===== src/rtl/table_writer_ram.sv =====
// Loadable lookup table: a valid/ready loader fills it in order, and NPORTS combinational read ports serve the predictor lanes.
// Latency: one write per cycle in LOAD, loaded rises on the edge that takes the last entry; reads are zero-latency.
// Backpressure: wr_ready is high only in LOAD, and wr_valid low stalls the loader for as long as needed.
module table_writer_ram #(
    parameter int DATAWIDTH = 2,
    parameter int DEPTHBITS = 3,
    parameter int DATADEPTH = 1 << DEPTHBITS,
    parameter int NPORTS    = 16
) (
    input  logic                           clk,
    input  logic                           rst_n,
    input  logic                           start,
    input  logic                           wr_valid,
    input  logic [DATAWIDTH-1:0]           wr_data,
    output logic                           wr_ready,
    output logic [DEPTHBITS-1:0]           wr_addr,
    output logic                           loading,
    output logic                           loaded,
    input  logic [NPORTS*DEPTHBITS-1:0]    rd_addr,
    output logic [NPORTS*DATAWIDTH-1:0]    rd_data
);

    typedef enum logic [1:0] {
        IDLE = 2'd0,
        LOAD = 2'd1,
        DONE = 2'd2
    } state_t;

    localparam logic [DEPTHBITS-1:0] LAST_ADDR = DEPTHBITS'(DATADEPTH - 1);

    state_t               state;
    logic [DATAWIDTH-1:0] mem [DATADEPTH];

    assign wr_ready = (state == LOAD);
    assign loading  = (state == LOAD);

    // start outranks a same-cycle beat, so a restart never writes the beat it collides with
    always_ff @(posedge clk or negedge rst_n) begin
        if (!rst_n) begin
            state   <= IDLE;
            wr_addr <= '0;
            loaded  <= 1'b0;
            for (int i = 0; i < DATADEPTH; i++) begin
                mem[i] <= '0;
            end
        end else begin
            case (state)
                IDLE: begin
                    if (start) begin
                        state   <= LOAD;
                        wr_addr <= '0;
                        loaded  <= 1'b0;
                    end
                end
                LOAD: begin
                    if (start) begin
                        wr_addr <= '0;
                        loaded  <= 1'b0;
                    end else if (wr_valid) begin
                        mem[wr_addr] <= wr_data;
                        wr_addr      <= wr_addr + 1'b1;
                        if (wr_addr == LAST_ADDR) begin
                            loaded <= 1'b1;
                            state  <= DONE;
                        end
                    end
                end
                DONE: begin
                    if (start) begin
                        state   <= LOAD;
                        wr_addr <= '0;
                        loaded  <= 1'b0;
                    end
                end
                default: begin
                    state <= IDLE;
                end
            endcase
        end
    end

    for (genvar k = 0; k < NPORTS; k++) begin : g_rd
        assign rd_data[k*DATAWIDTH +: DATAWIDTH] = mem[rd_addr[k*DEPTHBITS +: DEPTHBITS]];
    end

endmodule


===== config.mk =====
export PLATFORM = sky130hd
export DESIGN_NAME = table_writer_ram
export DESIGN_NICKNAME = d
export VERILOG_FILES = /design/src/rtl/table_writer_ram.sv
export SDC_FILE = /design/constraint.sdc
export NUM_CORES = 1
export LEC_CHECK = 0
export CAP_MARGIN = 20
export CORE_ASPECT_RATIO = 1.4
export CORE_UTILIZATION = 30
export DETAILED_ROUTE_END_ITERATION = 8
export GPL_ROUTABILITY_DRIVEN = 1
export SYNTH_ARGS = -nofsm -noshare
export SYNTH_HDL_FRONTEND = slang
export SYNTH_SLANG_ARGS = --single-unit

===== constraint.sdc =====
create_clock -name clk -period 2.3 [get_ports clk]
set_input_delay 0.69 -clock clk [delete_from_list [all_inputs] [get_ports clk]]
set_output_delay 0.69 -clock clk [all_outputs]
set_load 0.03 [all_outputs]

==> results of run 1 <==
==> final cells by class <==
cell class,instances,area (um2)
clock buffer,4,88.8
sequential,22,553
timing repair buffer,150,1470
multi-input combinational,147,2310
fill,849,4840
tap,110,138
==> Yosys cell counts <==
master     n
and2b_2    1
clkbuf_1  17
mux2i_1    1
clkbuf_2   1
nand4b_1   2
mux2_2    48
buf_6      2
buf_2      2
nor2_1     1
and4b_2    1
nand3b_1   1
a32oi_1    2
o21ai_0    1
dfrtp_1   22
nor4bb_4   1
or2b_1     1
a21oi_1    4
mux4_2    64
a31oi_1    1
buf_4      1
nand3_1    6
nand2_1    6
nand4_1    1
nor3b_1    3
ha_1       2
==> registers in the layout, indices dropped and copies added, names as in the netlist <==
name and count:
wr_addr 3, state 2, mem 16, loaded 1
==> worst max-delay path: cells and delay by family, from the launching register on <==
family   cells  cell delay [ns]
mux          2             0.74
buf+inv      3             0.40
flops        1             0.42
==> where the power goes <==
group	switching, W	internal (W)
sequential	0.0000464	0.000440
combinational	0.000801	0.00102
clock	0.000136	0.000265
==> worst paths after layout <==
kind / slack (ns) / cells past startpoint / start / endpoint
max reg2reg: 0.63 / 5 / state[0] / mem[9]
min in group asynchronous: 0.78 / 2 / rst_n / wr_addr[1]
min reg2reg: 0.57 / 2 / loaded / loaded
min: 0.57 / 2 / loaded / loaded
max in group asynchronous: 1.28 / 2 / rst_n / mem[2]
max: -0.21 / 5 / mem[11] / rd_data[21]
==> metal layers <==
| metal | global-route usage, % | vias up | wire length (um) |
|---|---|---|---|
| li1 | - | 1099 | - |
| met1 | 22.0 | 1303 | 3510 |
| met2 | 37.3 | 109 | 5470 |
| met3 | 2.52 | 15 | 465 |
| met4 | 5.08 | 0 | 189 |
| met5 | 0 | - | 0 |
==> timing repair <==
action / 4_1_cts / 5_1_grt
gates resized for setup: 339 / 28
setup endpoints to repair: 32 / 32
hold buffers: 0 / 0
cloned: 0 / 1
setup buffers: 2 / 0
==> metrics by stage <==
step                      utilization [%]  setup slack (ns)  std cells  area, um2  total power, W
after floorplan                         -             0.110        192       2890         0.00144
after global placement               45.2             -1.12        427       4250         0.00217
after detailed placement             45.2             -1.14        427       4250         0.00218
after CTS                            48.0            -0.208        433       4520         0.00272
after global routing                 48.5            -0.247        433       4560         0.00283
final                                48.5            -0.206        433       4560         0.00271
==> cells by family (layout without fill, tap and decap cells) <==
| group | after synthesis | in the layout |
|---|---|---|
| multiplexers | 113 | 113 |
| AND/OR/NAND/NOR | 24 | 24 |
| buffers and inverters | 23 | 154 |
| flip-flops | 22 | 22 |
| AO/OA/AOI/OAI | 8 | 8 |
| adder cells (fa/ha/maj) | 2 | 2 |
==> flow_summary.json, run 1 <==
{
  "outcome": "complete, but fails checks",
  "violations": "DRC, setup timing",
  "slowest_delay_ns": 0.45,
  "cp-end-kind": "output pin",
  "fp-row-count": 42,
  "cts-root-buf": "clkbuf_16",
  "syn_area_per_cell_um2": 15.0,
  "slowest_stage": "mux4_2",
  "wire_per_inst_um": 22.3,
  "layout_common_cells": "mux4_2, buf_6, buf_4",
  "tightest_slew_ns": 0.380,
  "layout-drive-gt1-share_pct": 71.8,
  "netlist_area_um2": 2890,
  "leakage_nw": 1.94,
  "yosysTopAreaCellShare_pct": 49.9,
  "ys_ff_latch": 22,
  "routed_wl_mm": 9.64,
  "maxSlewViolCount": 0,
  "dieArea_um2": 10000,
  "die_h_um": 118,
  "nNetsFinal": 380,
  "setup-violations-final": 32,
  "cts_tree": "done",
  "hold_ws_ns": 0.569,
  "num_io_pins": 92,
  "drv_cap": 0,
  "drc": 9,
  "synth_warnings": 0,
  "clk-insertion-delay-late_ns": 0.25,
  "synth_cell_type_count": 25,
  "worstPathCellList": "buf_6 > buf_6 > mux4_2 > mux2_4 > buf_6",
  "worstPathMaxFanout": 4,
  "synthTopCellsByArea": "mux4_2, dfrtp_1, mux2_2",
  "arrival_ns": 1.82,
  "syn_nets": 248,
  "crit_type": "flip-flop to output pin",
  "clock-sinks": 22,
  "synth_fa_ha_area_share_pct": 0.867,
  "cpMostUsedCell": "buf_6",
  "layout_commonest_cell": "mux4_2",
  "synth-simple-area-share_pct": 5.63,
  "h-tree-depth": 1,
  "powerDensity_nw_per_um2": 594,
  "synth_cells": 192,
  "port_buffers": 91,
  "ir_worst_vdd_uv": 338,
  "antenna_cells": 0,
  "cts_max_path_buffers": 2,
  "seq_area_frac_synth_pct": 19.1,
  "required_ns": 1.61,
  "fin_setup_tns_ns": -3.94,
  "relSlewSlack_pct": 74.7,
  "yosysTopAreaCell": "mux4_2",
  "fin_crit_sh_pct": 109,
  "gp_congestion": 0.831,
  "hold_violations": 0,
  "overflow": 0,
  "cts.clk_slew.worst_paths_ns": 0.06,
  "grt_usage_pct": 19.3,
  "grt_pass1_wl_mm": 15.0,
  "rsz0062_at_grt": "yes",
  "core_um2": 9410,
  "start_util_pct": 30.7,
  "cp-start-kind": "flip-flop",
  "ant_nets": 0,
  "place_hpwl_mm": 7.40,
  "finalWorstSetupSlack_ns": -0.206,
  "synth_xor_area_share_pct": 0,
  "die_x_um": 84.9,
  "period_needed_ns": 2.51,
  "skew_ns": 0.00244,
  "layout-area-overhead-vs-synth_pct": 58.0,
  "cts_buffers": 3,
  "viasPerCell": 5.83,
  "synth_top_family_by_area": "multiplexers",
  "dr.first_iter.drc_count": 149,
  "synth_compound_area_share_pct": 1.69,
  "vias": 2526,
  "dr.pass1.iters": 7,
  "fmax_mhz": 399,
  "min_path_type": "flip-flop to flip-flop",
  "synth.mux.area_fraction_pct": 69.0,
  "grt_start_max_net_pins": 23,
  "grt_pass1_vias": 2784,
  "antenna_found_initial": 0
}
No activity file was read; power rests on OpenSTA's default activity.
==> run 2: changes to the inputs <==
--- a/config.mk
+++ b/config.mk
@@ -10,6 +10,7 @@
 export CORE_UTILIZATION = 30
 export DETAILED_ROUTE_END_ITERATION = 8
 export GPL_ROUTABILITY_DRIVEN = 1
+export SETUP_SLACK_MARGIN = 0.15
 export SYNTH_ARGS = -nofsm -noshare
 export SYNTH_HDL_FRONTEND = slang
 export SYNTH_SLANG_ARGS = --single-unit
==> flow_summary.json, run 2 (synthesis results as in run 1) <==
{
  "outcome": "complete, but fails checks",
  "violations": "DRC, setup timing",
  "multi_input_area_um2": 2350,
  "worstPathMaxFanout": 4,
  "nNetsFinal": 351,
  "place_hpwl_mm": 5.68,
  "ff_latch_area_um2": 551,
  "clock-sinks": 22,
  "required_ns": 1.61,
  "h-tree-depth": 1,
  "maxSlewViolCount": 0,
  "largest_register": "mem",
  "total_power_w": 0.00270,
  "vias": 2388,
  "clk-insertion-delay-late_ns": 0.25,
  "place_inst": 399,
  "reg_top3": "mem (16), wr_addr (3), state (2)",
  "overflow": 0,
  "rsz0062_at_grt": "yes",
  "dr.first_iter.drc_count": 204,
  "period_needed_ns": 2.48,
  "start_util_pct": 30.7,
  "grt_pass1_vias": 2458,
  "gp_congestion": 0.683,
  "fill_cells": 800,
  "cts_max_path_buffers": 2,
  "core_um2": 9410,
  "layout_commonest_cell": "mux4_2",
  "cp-end-kind": "output pin",
  "die_x_um": 84.9,
  "relSlewSlack_pct": 78.4,
  "viasPerCell": 5.90,
  "ir_worst_vdd_uv": 374,
  "cp-start-kind": "primary input",
  "dr.pass1.iters": 8,
  "port_buffers": 91,
  "hold_ws_ns": 0.564,
  "leakage_nw": 1.87,
  "tightest_slew_ns": 0.323,
  "dp_slack_ns": -1.13,
  "ant_nets": 0,
  "largest_register_ffs": 16,
  "cts_hold_buf": 0,
  "cts-root-buf": "clkbuf_16",
  "skew_ns": 0.00318,
  "arrival_ns": 1.79,
  "grt_usage_pct": 16.6,
  "fin_cells": 405,
  "num_io_pins": 92,
  "layout_common_cells": "mux4_2, buf_6, mux2_4",
  "grt_pass1_wl_mm": 12.9,
  "cts_buffers": 3,
  "finalWorstSetupSlack_ns": -0.177,
  "dieArea_um2": 10000,
  "fin_area_um2": 4520,
  "layout-area-overhead-vs-synth_pct": 56.5,
  "drv_cap": 0,
  "powerDensity_nw_per_um2": 597,
  "die_h_um": 118,
  "min_path_type": "flip-flop to flip-flop",
  "fp-row-count": 42,
  "crit_type": "primary input to output pin",
  "setup-violations-final": 32,
  "grt_start_max_net_pins": 23,
  "drc": 18,
  "fin_crit_sh_pct": 108,
  "cts_tree": "done",
  "fmax_mhz": 404,
  "antenna_found_initial": 1,
  "wire_per_inst_um": 20.7,
  "placed_area_um2": 4370,
  "layout-drive-gt1-share_pct": 67.3,
  "cts.clk_slew.worst_paths_ns": 0.05,
  "routed_wl_mm": 8.37,
  "hold_violations": 0
}
-- run 2: cell types whose count changed in the layout (fill, tap and decap cells not counted), moves of 5 or more --
cell           change
buf_4             -30
buf_6             -12
mux2_4            +10
dlygate4sd2_1      +5
mux2_2            -10
buf_12            +16
-- run 2: area by class of cell --
| cell class | count | area share (%) |
|---|---|---|
| clock buffers | 4 | 1.97 |
| diodes | 1 | 0.0554 |
| flip-flops and latches | 22 | 12.2 |
| repair buffers | 121 | 30.8 |
| multi-input cells | 147 | 52.0 |
| well taps | 110 | 3.05 |
-- run 2: repair_timing --
| item | in CTS | in global routing |
|---|---|---|
| resized for setup | 353 | 1 |
| gates cloned | 0 | 0 |
| setup endpoints to repair | 36 | 34 |
| buffers inserted | 0 | 1 |
| pin swaps | 0 | 1 |
-- run 2: power breakdown --
group,leakage (nW),internal [W],switching (W)
Sequential,0.288,0.000440,0.0000552
Clock,0.0442,0.000265,0.000126
Combinational,1.54,0.00105,0.000764
Total,1.87,0.00175,0.000945
-- run 2: metal layers --
metal,vias up,global-route usage (%),wire (um)
met5,-,0,0
met4,0,4.77,90
met3,9,2.10,523
met2,109,31.0,4500
met1,1223,19.7,3260
li1,1047,-,-
-- run 2: worst max-delay path: stages --
cell and delay (ns):
buf_6 0.07, buf_6 0.11, mux4_2 0.49, mux2_4 0.28
buf_6 0.14
-- run 2: path summary, 6_finish.rpt --
check                             from           to  slack (ns)  depth (start not counted)
max in group asynchronous        rst_n       mem[9]        1.29                          2
max                        rd_addr[39]  rd_data[26]       -0.18                          5
min                             loaded       loaded        0.56                          2
min reg2reg                     loaded       loaded        0.56                          2
min in group asynchronous        rst_n       mem[7]        0.78                          2
max reg2reg                   state[1]       mem[8]        0.62                          5
-- run 2: stage by stage --
step	TNS, ns	utilization, %
2_1_floorplan	0	-
3_3_place_gp	-34.98	46.4
3_5_place_dp	-35.36	46.4
4_1_cts	-3.47	47.9
5_1_grt	-4.73	48.0
6_report	-3.13	48.0
